### config.mk
export PLATFORM = sky130hd
export DESIGN_NAME = env_update_sched_flat
export DESIGN_NICKNAME = d
export VERILOG_FILES = /design/src/rtl/env_update_sched_if.sv /design/src/rtl/env_update_sched.sv /design/src/flat_wrapper.sv
export SDC_FILE = /design/constraint.sdc
export NUM_CORES = 1
export LEC_CHECK = 0
export ABC_AREA = 0
export CAP_MARGIN = 40
export CORE_ASPECT_RATIO = 1.1
export CORE_MARGIN = 8
export CORE_UTILIZATION = 45
export CTS_CLUSTER_DIAMETER = 60
export DETAILED_ROUTE_END_ITERATION = 6
export PLACE_DENSITY = 0.81
export SETUP_SLACK_MARGIN = 0.05
export SLEW_MARGIN = 20
export SYNTH_ARGS = -nofsm -noshare
export SYNTH_HDL_FRONTEND = slang
export SYNTH_SLANG_ARGS = --single-unit
### constraint.sdc
create_clock -name newLocClock -period 2.62 [get_ports newLocClock]
set_input_delay 0.262 -clock newLocClock [delete_from_list [all_inputs] [get_ports newLocClock]]
set_output_delay 0.262 -clock newLocClock [all_outputs]
set_load 0.03 [all_outputs]
### src/rtl/env_update_sched_if.sv
// Bundle of the ant request, decay control, environment lookup and write-back
// signals. The scheduler attaches through the slave modport.
interface env_update_sched_if #(
    parameter int N_ANTS      = 4,
    parameter int X_bits      = 8,
    parameter int Y_bits      = 8,
    parameter int SIGNAL_bits = 7
);
    logic [N_ANTS-1:0]             req_valid;
    logic [N_ANTS*X_bits-1:0]      req_x;
    logic [N_ANTS*Y_bits-1:0]      req_y;
    logic [N_ANTS*SIGNAL_bits-1:0] req_amt;
    logic [N_ANTS-1:0]             req_take_sugar;
    logic [N_ANTS-1:0]             req_ready;
    logic                          decay_start;
    logic                          decay_busy;
    logic                          decay_done;
    logic [X_bits-1:0]             lookup_X;
    logic [Y_bits-1:0]             lookup_Y;
    logic [SIGNAL_bits:0]          lookup_data;
    logic [X_bits-1:0]             write_X;
    logic [Y_bits-1:0]             write_Y;
    logic                          write_en;
    logic [SIGNAL_bits-1:0]        write_signal;
    logic                          write_sugar;

    modport master (
        output req_valid, req_x, req_y, req_amt, req_take_sugar, decay_start, lookup_data,
        input  req_ready, decay_busy, decay_done, lookup_X, lookup_Y,
               write_X, write_Y, write_en, write_signal, write_sugar
    );

    modport slave (
        input  req_valid, req_x, req_y, req_amt, req_take_sugar, decay_start, lookup_data,
        output req_ready, decay_busy, decay_done, lookup_X, lookup_Y,
               write_X, write_Y, write_en, write_signal, write_sugar
    );
endinterface

### src/rtl/env_update_sched.sv
// Read-modify-write scheduler sharing the environment lookup/write ports between
// round-robin ant pheromone deposits and a full-array evaporation sweep.
module env_update_sched #(
    parameter int N_ANTS      = 4,
    parameter int X_bits      = 8,
    parameter int Y_bits      = 8,
    parameter int PIXELS_X    = 160,
    parameter int PIXELS_Y    = 120,
    parameter int SIGNAL_bits = 7,
    parameter int DECAY_AMT   = 1
) (
    input logic               newLocClock,
    input logic               RESET_SIM_N,
    env_update_sched_if.slave bus
);
    localparam int PTR_W = (N_ANTS > 1) ? $clog2(N_ANTS) : 1;
    localparam logic [SIGNAL_bits-1:0] SIG_MAX = '1;
    localparam logic [SIGNAL_bits-1:0] DEC_AMT = SIGNAL_bits'(DECAY_AMT);
    localparam logic [X_bits-1:0] LAST_X = X_bits'(PIXELS_X - 1);
    localparam logic [Y_bits-1:0] LAST_Y = Y_bits'(PIXELS_Y - 1);
    localparam logic [X_bits:0] X_LIM = (X_bits + 1)'(PIXELS_X);
    localparam logic [Y_bits:0] Y_LIM = (Y_bits + 1)'(PIXELS_Y);

    typedef enum logic [2:0] {IDLE, ANT_RD, ANT_WR, DEC_RD, DEC_WR} state_t;

    state_t                 state_q, state_d;
    logic [PTR_W-1:0]       rrPtr_q, rrPtr_d;
    logic [X_bits-1:0]      addrX_q, addrX_d;
    logic [Y_bits-1:0]      addrY_q, addrY_d;
    logic [SIGNAL_bits-1:0] amt_q, amt_d;
    logic                   takeSugar_q, takeSugar_d;
    logic                   inRange_q, inRange_d;
    logic [SIGNAL_bits:0]   data_q, data_d;
    logic                   decayBusy_q, decayBusy_d;
    logic                   decayDone_q, decayDone_d;
    logic [X_bits-1:0]      curX_q, curX_d;
    logic [Y_bits-1:0]      curY_q, curY_d;

    logic [PTR_W-1:0]       cand, grantIdx;
    logic                   antFound, decPending, lastCell, takeAnt, takeDec;
    logic [N_ANTS-1:0]      readyVec;
    logic [X_bits-1:0]      selX;
    logic [Y_bits-1:0]      selY;
    logic [SIGNAL_bits:0]   antSum;
    logic [SIGNAL_bits-1:0] oldSig, antSig, decSig;

    // First valid requester at or after rrPtr_q, wrapping modulo N_ANTS.
    always_comb begin
        antFound = 1'b0;
        grantIdx = '0;
        cand     = '0;
        for (int k = 0; k < N_ANTS; k++) begin
            cand = PTR_W'((int'(rrPtr_q) + k) % N_ANTS);
            if (!antFound && bus.req_valid[cand]) begin
                antFound = 1'b1;
                grantIdx = cand;
            end
        end
    end

    assign selX = bus.req_x[int'(grantIdx)*X_bits +: X_bits];
    assign selY = bus.req_y[int'(grantIdx)*Y_bits +: Y_bits];

    // The last cell's write retires the sweep, so it no longer competes for the next slot.
    assign lastCell   = (curX_q == LAST_X) && (curY_q == LAST_Y);
    assign decPending = decayBusy_q && !((state_q == DEC_WR) && lastCell);
    assign takeAnt    = antFound && (!decPending || (state_q != ANT_WR));
    assign takeDec    = decPending && !takeAnt;

    always_comb begin
        state_d     = state_q;
        rrPtr_d     = rrPtr_q;
        addrX_d     = addrX_q;
        addrY_d     = addrY_q;
        amt_d       = amt_q;
        takeSugar_d = takeSugar_q;
        inRange_d   = inRange_q;
        data_d      = data_q;
        decayBusy_d = decayBusy_q;
        decayDone_d = 1'b0;
        curX_d      = curX_q;
        curY_d      = curY_q;
        readyVec    = '0;

        if (bus.decay_start && !decayBusy_q) begin
            decayBusy_d = 1'b1;
            curX_d      = '0;
            curY_d      = '0;
        end

        case (state_q)
            ANT_RD: begin
                data_d  = bus.lookup_data;
                state_d = ANT_WR;
            end
            DEC_RD: begin
                data_d  = bus.lookup_data;
                state_d = DEC_WR;
            end
            default: begin
                if (state_q == DEC_WR) begin
                    if (lastCell) begin
                        curX_d      = '0;
                        curY_d      = '0;
                        decayBusy_d = 1'b0;
                        decayDone_d = 1'b1;
                    end else if (curX_q == LAST_X) begin
                        curX_d = '0;
                        curY_d = curY_q + 1'b1;
                    end else begin
                        curX_d = curX_q + 1'b1;
                    end
                end

                if (takeAnt) begin
                    readyVec[grantIdx] = 1'b1;
                    rrPtr_d     = PTR_W'((int'(grantIdx) + 1) % N_ANTS);
                    addrX_d     = selX;
                    addrY_d     = selY;
                    amt_d       = bus.req_amt[int'(grantIdx)*SIGNAL_bits +: SIGNAL_bits];
                    takeSugar_d = bus.req_take_sugar[grantIdx];
                    inRange_d   = ({1'b0, selX} < X_LIM) && ({1'b0, selY} < Y_LIM);
                    state_d     = ANT_RD;
                end else if (takeDec) begin
                    addrX_d   = curX_d;
                    addrY_d   = curY_d;
                    inRange_d = 1'b1;
                    state_d   = DEC_RD;
                end else begin
                    state_d = IDLE;
                end
            end
        endcase
    end

    always_ff @(posedge newLocClock or negedge RESET_SIM_N) begin
        if (!RESET_SIM_N) begin
            state_q     <= IDLE;
            rrPtr_q     <= '0;
            addrX_q     <= '0;
            addrY_q     <= '0;
            amt_q       <= '0;
            takeSugar_q <= 1'b0;
            inRange_q   <= 1'b0;
            data_q      <= '0;
            decayBusy_q <= 1'b0;
            decayDone_q <= 1'b0;
            curX_q      <= '0;
            curY_q      <= '0;
        end else begin
            state_q     <= state_d;
            rrPtr_q     <= rrPtr_d;
            addrX_q     <= addrX_d;
            addrY_q     <= addrY_d;
            amt_q       <= amt_d;
            takeSugar_q <= takeSugar_d;
            inRange_q   <= inRange_d;
            data_q      <= data_d;
            decayBusy_q <= decayBusy_d;
            decayDone_q <= decayDone_d;
            curX_q      <= curX_d;
            curY_q      <= curY_d;
        end
    end

    // Deposit sums one bit wider so the carry-out drives saturation.
    assign oldSig = data_q[SIGNAL_bits:1];
    assign antSum = {1'b0, oldSig} + {1'b0, amt_q};
    assign antSig = antSum[SIGNAL_bits] ? SIG_MAX : antSum[SIGNAL_bits-1:0];
    assign decSig = (oldSig >= DEC_AMT) ? (oldSig - DEC_AMT) : '0;

    assign bus.req_ready    = readyVec;
    assign bus.decay_busy   = decayBusy_q;
    assign bus.decay_done   = decayDone_q;
    assign bus.lookup_X     = addrX_q;
    assign bus.lookup_Y     = addrY_q;
    assign bus.write_X      = addrX_q;
    assign bus.write_Y      = addrY_q;
    assign bus.write_en     = ((state_q == ANT_WR) && inRange_q) || (state_q == DEC_WR);
    assign bus.write_signal = (state_q == ANT_WR) ? antSig :
                              (state_q == DEC_WR) ? decSig : '0;
    assign bus.write_sugar  = (state_q == ANT_WR) ? (!takeSugar_q && data_q[0]) :
                              (state_q == DEC_WR) ? data_q[0] : 1'b0;
endmodule
### src/flat_wrapper.sv
// flat-port wrapper written by rule: the top's interface ports become plain ports
module env_update_sched_flat 
#(
    parameter int N_ANTS      = 4,
    parameter int X_bits      = 8,
    parameter int Y_bits      = 8,
    parameter int PIXELS_X    = 160,
    parameter int PIXELS_Y    = 120,
    parameter int SIGNAL_bits = 7,
    parameter int DECAY_AMT   = 1
)
  (newLocClock, RESET_SIM_N, bus_req_valid, bus_req_x, bus_req_y, bus_req_amt, bus_req_take_sugar, bus_decay_start, bus_lookup_data, bus_req_ready, bus_decay_busy, bus_decay_done, bus_lookup_X, bus_lookup_Y, bus_write_X, bus_write_Y, bus_write_en, bus_write_signal, bus_write_sugar);
  env_update_sched_if #(.N_ANTS(N_ANTS), .X_bits(X_bits), .Y_bits(Y_bits), .SIGNAL_bits(SIGNAL_bits)) bus_i ();
  input logic newLocClock;
  input logic RESET_SIM_N;
  input wire logic [$bits(bus_i.req_valid)-1:0] bus_req_valid;
  input wire logic [$bits(bus_i.req_x)-1:0] bus_req_x;
  input wire logic [$bits(bus_i.req_y)-1:0] bus_req_y;
  input wire logic [$bits(bus_i.req_amt)-1:0] bus_req_amt;
  input wire logic [$bits(bus_i.req_take_sugar)-1:0] bus_req_take_sugar;
  input wire logic [$bits(bus_i.decay_start)-1:0] bus_decay_start;
  input wire logic [$bits(bus_i.lookup_data)-1:0] bus_lookup_data;
  output wire logic [$bits(bus_i.req_ready)-1:0] bus_req_ready;
  output wire logic [$bits(bus_i.decay_busy)-1:0] bus_decay_busy;
  output wire logic [$bits(bus_i.decay_done)-1:0] bus_decay_done;
  output wire logic [$bits(bus_i.lookup_X)-1:0] bus_lookup_X;
  output wire logic [$bits(bus_i.lookup_Y)-1:0] bus_lookup_Y;
  output wire logic [$bits(bus_i.write_X)-1:0] bus_write_X;
  output wire logic [$bits(bus_i.write_Y)-1:0] bus_write_Y;
  output wire logic [$bits(bus_i.write_en)-1:0] bus_write_en;
  output wire logic [$bits(bus_i.write_signal)-1:0] bus_write_signal;
  output wire logic [$bits(bus_i.write_sugar)-1:0] bus_write_sugar;
  assign bus_i.req_valid = bus_req_valid;
  assign bus_i.req_x = bus_req_x;
  assign bus_i.req_y = bus_req_y;
  assign bus_i.req_amt = bus_req_amt;
  assign bus_i.req_take_sugar = bus_req_take_sugar;
  assign bus_i.decay_start = bus_decay_start;
  assign bus_i.lookup_data = bus_lookup_data;
  assign bus_req_ready = bus_i.req_ready;
  assign bus_decay_busy = bus_i.decay_busy;
  assign bus_decay_done = bus_i.decay_done;
  assign bus_lookup_X = bus_i.lookup_X;
  assign bus_lookup_Y = bus_i.lookup_Y;
  assign bus_write_X = bus_i.write_X;
  assign bus_write_Y = bus_i.write_Y;
  assign bus_write_en = bus_i.write_en;
  assign bus_write_signal = bus_i.write_signal;
  assign bus_write_sugar = bus_i.write_sugar;
  env_update_sched #(.N_ANTS(N_ANTS), .X_bits(X_bits), .Y_bits(Y_bits), .PIXELS_X(PIXELS_X), .PIXELS_Y(PIXELS_Y), .SIGNAL_bits(SIGNAL_bits), .DECAY_AMT(DECAY_AMT)) u_core (.newLocClock(newLocClock), .RESET_SIM_N(RESET_SIM_N), .bus(bus_i));
endmodule
== Word level (Yosys, flattened, before mapping) ==
Cells that the tools add are included.

* Register bits: 56

* Shift-type cells: 3
* Equal/unequal tests: 7
* Reductions and logical operators: 27
* Multiply operators: 1
* Multiplexer cells: 54
* $lt $le $gt $ge: 9
* Add/sub/neg operators: 8
* Bitwise logic cells: 1

{| class="wikitable"
|+ Operator list
! cell !! number
|-
| $mux W8 || 14
|-
| $shiftx A32 B6 Y8 || 2
|-
| $shiftx A28 B32 Y7 || 1
|-
| $mux W7 || 4
|-
| $mux W1 || 21
|-
| $add A8 B1 Y8 const B || 2
|-
| $lt A2 B3 Y1 const B || 5
|-
| $logic_and A1 B1 Y1 || 13
|-
| $bmux W1 S2 || 5
|-
| $mux W2 || 5
|-
| $add A7 B7 Y8 || 1
|-
| $eq A8 B7 Y1 const B || 1
|-
| $eq A8 B8 Y1 const B || 1
|-
| $logic_not A1 Y1 || 8
|-
| $lt A8 B7 Y1 const B || 1
|-
| $lt A8 B8 Y1 const B || 1
|-
| $mux W4 || 2
|-
| $ge A7 B1 Y1 const B || 1
|-
| $sub A7 B1 Y7 const B || 1
|-
| $eq A3 B2 Y1 const B || 2
|-
| $pmux W3 S2 || 1
|-
| $mul A2 B3 Y5 const B || 1
|-
| $add A2 B1 Y2 const B || 2
|-
| $add A2 B2 Y2 const B || 2
|-
| 11 further kinds || 13
|}

== Logic depth before layout (Yosys ltp) ==
* Word-level depth: 18
* Depth in mapped cells: 11
* Mapped depth without buffers: 10

== Worst setup path before layout ==
OpenSTA, ideal clock, no wires.

* Path kind: flip-flop to output port
* Start point: reg u_core.data_q[1]
* End point: out bus_write_signal[6]
* Stages on the path, launching flop included: 11
* Path buffers: 0
* Data required time: 2.358 ns
* Arrival time: 2.208 ns
* Path slack: 0.150 ns
* Cells stage by stage: dfrtp_1 > ha_1 > inv_1 > fa_1 > nor2b_1 > o21ai_0 > a21boi_0 > o21a_1 > or3_1 > a21oi_1 > o22ai_1

* Longest elaborated chain between the ends: 4
* Elaborated cells on any way between the ends: 7
* Classes of those cells: add/sub (2); order compare (1); mux (4)

{| class="wikitable"
|+ Ends and longest elaborated chain
! element !! RTL line !! source
|-
| start: declaration || env_update_sched.sv:33 || <nowiki>logic [SIGNAL_bits:0] data_q, data_d;</nowiki>
|-
| start signal: assignment || env_update_sched.sv:158 || <nowiki>data_q <= data_d;</nowiki>
|-
| $sub A7 B1 Y7 or $ge A7 B1 Y1 (tied branches) || env_update_sched.sv:170 || <nowiki>assign decSig = (oldSig >= DEC_AMT) ? (oldSig - DEC_AMT) : '0;</nowiki>
|-
| $mux W7 || env_update_sched.sv:170 ||
|-
| $mux W7 || env_update_sched.sv:181 || <nowiki>(state_q == DEC_WR) ? decSig : '0;</nowiki>
|-
| $mux W7 (*) || env_update_sched.sv:180 || <nowiki>assign bus.write_signal = (state_q == ANT_WR) ? antSig :</nowiki>
|-
| end: declaration || flat_wrapper.sv:31 || <nowiki>output wire logic [$bits(bus_i.write_signal)-1:0] bus_write_signal;</nowiki>
|}

Mark *: on every way between the ends. The rest lies on a longest branch, timed or not.

== Worst setup path in the final report ==
Ends and elaborated chain as after synthesis.

==> impl_metrics.ini <==
[floorplanning]
coreArea_sq_mm = 0.008874
placementRows = 36
die_w_um = 107.0
die_height_um = 116.1
start_util_pct = 46.15
ios = 158
die_area_sq_mm = 0.01241

[worst_setup_path]
crit_slowest_cell = dfrtp_1
endpoint_kind = output pin
path_max_fanout = 2
critPathRequiredTime_ns = 2.36
cpPeakStageDelay_ns = 0.42
cp_data_arrival_time_ns = 2.41
critPathKind = reg2out
crit_chain = ha_2 -> inv_2 -> fa_2 -> nor2b_2 -> o21ai_2 -> a21boi_2 -> o21a_1 -> or3_1 -> a21oi_2 -> o22ai_1 -> buf_4
start_kind = flop

[synth]
synth-async-reset-ratio_pct = 100.0
yosysSeqAreaShare_pct = 34.22
synthesis.area_sq_mm = 0.004095
ys_seq_elements = 56
synth_warnings = 0
synth_cell_type_count = 54
postSynthCellCount = 505
syn_avg_cell_area_sq_um = 8.109
synth_edf_count = 0
synth_ff_type = dfrtp_1
syn-num-nets = 632

[routing]
first_pass_iters = 5
route.vias.total = 4327
ant_nets = 0
drtIter0Drc = 291
via_per_inst = 5.562
routed_wirelength_mm = 14.01
wl_per_cell_um = 18.00
drc = 0

[power_and_ir_drop]
fin_total_pwr_w = 0.005421
power.leakage_nw = 2.632
powerDensity_mw_per_mm2 = 900.1
max-vdd-ir-drop_mv = 0.6039

[clock_tree]
cts-buffers-inserted = 5
clock_sinks = 56
cts_tree = built
clockBufferDepth = 2
clk_pin_slew_ns = 0.11
htreeDepth = 2
cts_hold_buf = 0
root_buffer = clkbuf_8
clkLatencyLatePin_ns = 0.31

[final_layout]
area_growth_pct = 47.05
n_antenna_cell = 0
final_nets = 790
fill_cells = 698
final_cell_count_no_fill = 778
drive_gt1_share_pct = 14.91

[sta]
skew_ns = 0.009615
period_needed_ns = 2.670
worst-slew-pin-transition_ns = 0.7340
max_freq_mhz = 374.5
hold_viol_final = 0
rsz0062_at_grt = yes
relSlewSlack_pct = 51.06
setup_viol = 1
layout_setup_ws_ns = -0.05048
period_share_pct = 101.9
slew_violations = 0

[placed_design]
routabilityCongestion = 0.9120
dp_hpwl_mm = 10.85
dpl.cell_count = 759
dp_slack_ns = 0.04605
portBuffers = 157

[global_routing]
grt-ovfl-total = 0
grtUsageTotal_pct = 22.13
grt_max_degree = 57
grt_antenna_before_repair = 0
grt_pass1_wl_mm = 22.12
grt_pass1_vias = 4504

[flow_run]
max_cap_viol_count = 0

[worst_hold_path]
hp-class = in2async

[run_status]
violations = negative setup slack
run_status = finished, violations left
-- flip-flops by register name, indices dropped and copies added (netlist names), 2 cells and up --
signal,cells
u_core.curX_q,8
u_core.rrPtr_q,2
u_core.data_q,8
u_core.curY_q,8
u_core.bus.lookup_X,8
u_core.state_q,3
u_core.amt_q,7
u_core.bus.lookup_Y,8
-- cell families (layout without fill, tap and decap cells) --
logic type               Yosys count  count (layout)  share of synthesized area (%)
flip-flops                        56              56                          34.22
multiplexers                      31              31                          8.005
AO/OA/AOI/OAI                    118             118                          18.30
AND/OR/NAND/NOR                  216             216                          24.60
XOR/XNOR                          11              11                          2.353
buffers and inverters             57             216                          7.455
adder cells (fa/ha/maj)           16              16                          5.072
-- area by class of cell --
| class | count | area [sq um] | area share (%) |
|---|---|---|---|
| Clock buffer | 6 | 72.57 | 1.205 |
| Clock inverter | 2 | 38.79 | 0.6441 |
| Inverter | 15 | 56.30 | 0.9350 |
| Multi-Input combinational cell | 392 | 2475 | 41.10 |
| Sequential cell | 56 | 1403 | 23.29 |
| Tap cell | 114 | 142.6 | 2.369 |
| Timing Repair Buffer | 193 | 1834 | 30.46 |
-- cells in the mapped netlist (9+ instances only) --
master | n | area share [%]
mux2_2 | 14 | 3.8
mux2i_1 | 17 | 4.2
nor2_1 | 25 | 2.3
buf_4 | 16 | 2.9
inv_1 | 13 | 1.2
ha_1 | 15 | 4.6
nand3_1 | 23 | 2.8
a31oi_1 | 15 | 2.3
o21ai_0 | 48 | 5.9
clkbuf_1 | 14 | 1.3
a21oi_1 | 10 | 1.2
dfrtp_1 | 56 | 34
and3_1 | 14 | 2.1
a311o_1 | 9 | 2.2
nand2_1 | 115 | 11
-- cell usage in the layout, fill, tap and decap left out, types with 3 or more instances in the layout --
| cell | netlist | layout |
|---|---|---|
| a31oi_1 | 15 | 15 |
| mux2_2 | 14 | 14 |
| nor3_1 | 5 | 5 |
| nand4_1 | 3 | 3 |
| o21a_1 | 7 | 7 |
| clkdlybuf4s50_1 | 0 | 145 |
| o21ai_0 | 48 | 40 |
| xnor2_1 | 7 | 7 |
| nand3_1 | 23 | 22 |
| inv_2 | 2 | 3 |
| dfrtp_1 | 56 | 55 |
| mux2i_1 | 17 | 17 |
| xor2_1 | 4 | 4 |
| a21oi_2 | 0 | 4 |
| inv_1 | 13 | 12 |
| buf_4 | 16 | 45 |
| and2_1 | 7 | 7 |
| a311o_1 | 9 | 9 |
| ha_1 | 15 | 11 |
| nor2_1 | 25 | 24 |
| nand2b_1 | 3 | 3 |
| clkbuf_8 | 0 | 5 |
| a21oi_1 | 10 | 6 |
| and3_1 | 14 | 14 |
| o21ai_1 | 5 | 10 |
| o211ai_1 | 6 | 6 |
| o41ai_1 | 3 | 3 |
| nand2_1 | 115 | 115 |
| nor2b_1 | 5 | 4 |
| a211oi_1 | 3 | 3 |
-- critical path, delay by kind of cell, from the launching register on --
family                     cells  cell delay (ns)
and+or+nand+nor                2             0.38
AOI/OAI and AO/OA              5             0.66
buffers and inverters          2             0.23
adders and majority gates      2             0.40
DFF                            1             0.42
-- through the flow --
stage               instance area [sq um]   TNS, ns  hold slack [ns]  utilization, %
global placement                     5744         0           0.4475           64.73
detailed placement                   5744         0           0.4571           64.73
finish                               6022  -0.05048          0.07817           67.87
floorplan                            4095         0         -0.03359               -
global route                         6022   -0.1845           0.1412           67.87
CTS                                  5942  -0.05715           0.1072           66.96
-- report_power, final --
part	internal [W]	switching, W
logic	0.00149	0.00190
registers	0.00113	0.000317
clock network	0.000290	0.000297
-- repair_timing --
action | CTS | global route
setup endpoints to repair | 11 | 11
gates resized for setup | 15 | 15
setup buffers | 7 | 4
pin swaps | 7 | 4
-- metal layers --
layer | vias up | track usage, % | share of wire (%)
met5 | - | 0 | 0
met4 | 0 | 6.573 | 2.4
met3 | 20 | 5.673 | 7.3
met2 | 196 | 39.73 | 50
met1 | 2044 | 25.15 | 40
li1 | 2067 | - | -
-- worst paths after layout --
kind / cells past startpoint / to / slack (ns) / from
min: 2 / u_core.bus.lookup_X[7] / 0.08 / RESET_SIM_N
max: 11 / bus_write_signal[6] / -0.05 / u_core.data_q[1]
min in group newLocClock: 3 / u_core.data_q[1] / 0.50 / bus_lookup_data[1]
max reg2reg: 9 / u_core.amt_q[1] / 0.26 / u_core.curY_q[0]
max in group asynchronous: 2 / u_core.data_q[3] / 2.02 / RESET_SIM_N
min reg2reg: 1 / u_core.data_q[0] / 0.52 / u_core.data_q[0]
No activity file was read; power rests on OpenSTA's default activity.
